`src/rtl/eb_ser.sv`:
```
// Width-down serializer: takes one wide word per input handshake and emits it
// as RATIO narrow beats, least-significant slice first, with a last-beat flag.
module eb_ser #(
  parameter int unsigned I_0_WIDTH = 8,
  parameter int unsigned RATIO     = 4,
  parameter int unsigned T_0_WIDTH = I_0_WIDTH * RATIO
) (
  input  logic                 clk,
  input  logic                 reset_n,
  input  logic [T_0_WIDTH-1:0] t_0_data,
  input  logic                 t_0_valid,
  output logic                 t_0_ready,
  output logic [I_0_WIDTH-1:0] i_0_data,
  output logic                 i_0_valid,
  output logic                 i_0_last,
  input  logic                 i_0_ready
);

  localparam int unsigned CntW = (RATIO > 1) ? $clog2(RATIO) : 1;

  if (RATIO < 1) begin : g_bad_ratio
    $error("eb_ser: RATIO must be at least 1");
  end
  if (T_0_WIDTH != I_0_WIDTH * RATIO) begin : g_bad_width
    $error("eb_ser: T_0_WIDTH must equal I_0_WIDTH*RATIO");
  end

  typedef enum logic {
    StEmpty = 1'b0,
    StSend  = 1'b1
  } state_e;

  state_e                            state_q, state_d;
  logic [CntW-1:0]                   cnt_q, cnt_d;
  logic [RATIO-1:0][I_0_WIDTH-1:0]   hold_q, hold_d;
  logic                              full;
  logic                              last_beat;

  assign full      = (state_q == StSend);
  assign last_beat = (cnt_q == CntW'(RATIO - 1));

  assign i_0_valid = full;
  assign i_0_last  = full & last_beat;
  // Only combinational path through the block: i_0_ready -> t_0_ready.
  assign t_0_ready = ~full | (i_0_last & i_0_ready);

  // Beat mux selects a slice of the held word; purely registered inputs.
  if (RATIO == 1) begin : g_single
    assign i_0_data = hold_q[0];
  end else begin : g_multi
    assign i_0_data = hold_q[cnt_q];
  end

  // Next-state logic for the EMPTY/SEND controller, counter and hold register.
  always_comb begin
    state_d = state_q;
    cnt_d   = cnt_q;
    hold_d  = hold_q;
    unique case (state_q)
      StEmpty: begin
        if (t_0_valid) begin
          hold_d  = t_0_data;
          cnt_d   = '0;
          state_d = StSend;
        end
      end
      StSend: begin
        if (i_0_ready) begin
          if (!last_beat) begin
            cnt_d = cnt_q + CntW'(1);
          end else if (t_0_valid) begin
            // Back-to-back reload on the last beat keeps full throughput.
            hold_d = t_0_data;
            cnt_d  = '0;
          end else begin
            cnt_d   = '0;
            state_d = StEmpty;
          end
        end
      end
      default: begin
        state_d = StEmpty;
        cnt_d   = '0;
      end
    endcase
  end

  // State registers; reset discards any partially sent word.
  always_ff @(posedge clk or negedge reset_n) begin
    if (!reset_n) begin
      state_q <= StEmpty;
      cnt_q   <= '0;
      hold_q  <= '0;
    end else begin
      state_q <= state_d;
      cnt_q   <= cnt_d;
      hold_q  <= hold_d;
    end
  end

endmodule
```
`config.mk`:
```
export PLATFORM = sky130hd
export DESIGN_NAME = eb_ser
export DESIGN_NICKNAME = d
export VERILOG_FILES = /design/src/rtl/eb_ser.sv
export SDC_FILE = /design/constraint.sdc
export NUM_CORES = 1
export LEC_CHECK = 0
export ABC_AREA = 1
export BUFFER_PORTS_ARGS = -buffer_cell sky130_fd_sc_hd__buf_4
export CORE_UTILIZATION = 45
export CTS_BUF_LIST = sky130_fd_sc_hd__clkbuf_2 sky130_fd_sc_hd__clkbuf_4 sky130_fd_sc_hd__clkbuf_8
export DETAILED_ROUTE_END_ITERATION = 6
export GPL_ROUTABILITY_DRIVEN = 0
export PLACE_DENSITY = 0.74
export SETUP_SLACK_MARGIN = 0.15
export SLEW_MARGIN = 20
export SYNTH_ARGS = -nofsm -noshare
export SYNTH_HDL_FRONTEND = slang
export SYNTH_SLANG_ARGS = --single-unit
export TNS_END_PERCENT = 1
```
`constraint.sdc`:
```
create_clock -name clk -period 2.5 [get_ports clk]
set_input_delay 0.5 -clock clk [delete_from_list [all_inputs] [get_ports clk]]
set_output_delay 0.5 -clock clk [all_outputs]
set_load 0.02 [all_outputs]
```
==> run summary <==
combinational power share: 0.486
final setup margin: 419 ps
Post-Synth Adder-Cell Area: 0.0135
diode count: 0
P_int: 0.00157 W
hold buffers post-CTS: 0
Global Route Usage Sum: 0.211
relative slew slack: 0.711
kind of critical path: flop to output pin
Layout area overhead: 21.6%
DIE AREA: 4370 um2
crit path cell chain: buf_4 -> or2_2 -> nand3_1 -> nand2_1 -> buf_4
f_max: 481 MHz
pre-CTS setup slack: 731 ps
r2r setup slk: 970 ps
post-synth top area share: 0.473
Avg Inst Size Synth: 7.43 um2
Vias: 1636
nets: 329
Clock power frac: 0.143
cells after synthesis: 249
worst skew pair latency: 290 ps
Synth Area in Compound Gates: 0
worst slew pin tran: 434 ps
area of the mapped netlist: 1850 um2
clk root buf: clkbuf_8
simple-gate share of the synthesized area: 0.400
ys async rst share: 1.00
mux share of post-synthesis cell area: 0
Critical Path Most Common Cell: buf_4
Arr. time, crit path: 1580 ps
CTS tree: yes
Synth cell types: 15
CTS Buf Count: 5
switching pwr: 0.00111 W
Critical Path RT: 2000 ps
RSZ-0062 raised after global routing: false
initial antenna violation count: 0
core area: 3800 um2
top post-synthesis cells by area: dfrtp_1, nand2_1, nand3_1
post-detailed-route count of antenna-violating nets: 0
FF+latch count, synth: 35
Mapped Nets: 287
Synth Area in XOR/XNOR: 0
EDFF count, synth: 0
post-synthesis cell type with the largest combined area: dfrtp_1
die height: 66.1 um
CTS Sinks: 35
setup_tns: 0 ps
vias per cell: 4.84
Synth top cells by count: nand2_1, nand3_1, dfrtp_1
Most used DFF post-synth: dfrtp_1
sequential area share after synthesis: 0.473
Worst path max stage delay: 470 ps
post-route cell area: 2250 um2
cts repair resizes: 0
drt drc: 0
CP max stage cell: dfrtp_1
final-report max-slew violation count: 0
Post-CTS Repair Setup Buffers: 0
first-pass GRT wire length: 6.83 mm
share of cells above drive strength 1: 0.217
Longest Clk Path Bufs: 2
power per cell area: 1190 nW/um2
total wire length: 4.07 mm
initial core utilization: 0.487
vias in the first global route: 1472
setup violators final: 0
clk slew on worst S/H paths: 70 ps
Synthesis Warnings: 0
Max Cap Viol: 0
largest family of logic cells by synthesized area: simple AND/OR/NAND/NOR gates
top-count cell post-synth: nand2_1
minimum clock period: 2080 ps
WL per Instance: 12.1 um
crit path max fanout: 19
Fin. Hold Viols: 0
largest net degree at the start of global routing: 37
Port Buffer Count: 46
grt total ovfl: 0
TritonRoute pass-1 iters: 4
Pleak: 1.31 nW
# IOs: 47
hpwl dp: 2.73 mm
CP Capture Type: output pin
Die W: 66.1 um
CP Launch Type: flop
status: finished, final reports clean
Detailed Route Iter0 Violations: 110
switch share: 0.414
register share of total power: 0.371
FP Rows: 22
Placed Area: 2170 um2
Final period util: 0.832
clk_skew: 5.51 ps
VDD IR max: 603 uV
Hold Crit Class: primary input to asynchronous set/reset pin
htree depth: 2
logic make-up after synthesis:
logic type | Yosys count
buffers and inverters | 43
flip-flops | 35
adder cells (fa/ha/maj) | 2
AND/OR/NAND/NOR | 169
final cells by class:
type,instances,area (um2)
multi-input combinational,171,764
tap,48,60.1
inverter,30,113
sequential,35,876
timing repair buffer,48,360
clock buffer,6,76.3
fill,376,1550
flip-flops by register name (all words and copies together) (netlist names):
| signal | flops |
|---|---|
| hold_q | 32 |
| cnt_q | 2 |
| i_0_valid | 1 |
critical path, delay by kind of cell, from the launching register on:
| kind | cells | cell delay [ps] |
|---|---|---|
| DFF | 1 | 470 |
| and+or+nand+nor | 3 | 430 |
| buffers and inverters | 2 | 390 |
power groups by stage:
stage	registers, W	logic, W	clock network [W]
floorplan	0.000929	0.000966	0
global placement	0.000994	0.00129	0
detailed placement	0.00100	0.00130	0
CTS	0.000992	0.00131	0.000388
global route	0.00103	0.00147	0.000416
finish	0.000993	0.00130	0.000382
per-stage QoR:
step / hold slack [ps] / power, W / util / cells
6_report: 151 / 0.00268 / 0.592 / 338
5_1_grt: 183 / 0.00292 / 0.592 / 338
4_1_cts: 166 / 0.00269 / 0.592 / 338
3_3_place_gp: 473 / 0.00229 / 0.572 / 332
2_1_floorplan: 204 / 0.00189 / - / 249
3_5_place_dp: 475 / 0.00231 / 0.572 / 332
per-layer routing:
layer / wire length [um] / share of wire / track usage
met3: 204 / 0.050 / 0.0621
met1: 1940 / 0.48 / 0.280
met4: 78 / 0.019 / 0.0691
met2: 1850 / 0.45 / 0.329
met5: 0 / 0 / 0
worst paths after layout:
| path | endpoint | from | cells past startpoint |
|---|---|---|---|
| worst max-delay path | i_0_data[1] | cnt_q[0] | 5 |
| worst min-delay path | i_0_valid | reset_n | 1 |
| worst max register to register | hold_q[25] | cnt_q[1] | 5 |
| worst min register to register | hold_q[0] | hold_q[0] | 2 |
| max in group asynchronous | hold_q[7] | reset_n | 1 |
| min in group clk | hold_q[16] | t_0_data[16] | 3 |
layout by cell type (no fill, tap or decap), drive strengths merged:
| cell | synthesis | routed |
|---|---|---|
| clkbuf | 1 | 6 |
| clkinv | 1 | 1 |
| or2 | 8 | 8 |
| buf | 12 | 48 |
| ha | 2 | 2 |
| dfrtp | 35 | 35 |
| inv | 29 | 29 |
| nand2 | 108 | 108 |
| nor2 | 1 | 1 |
| nand3 | 52 | 52 |
(Power assumes the default switching activity.)
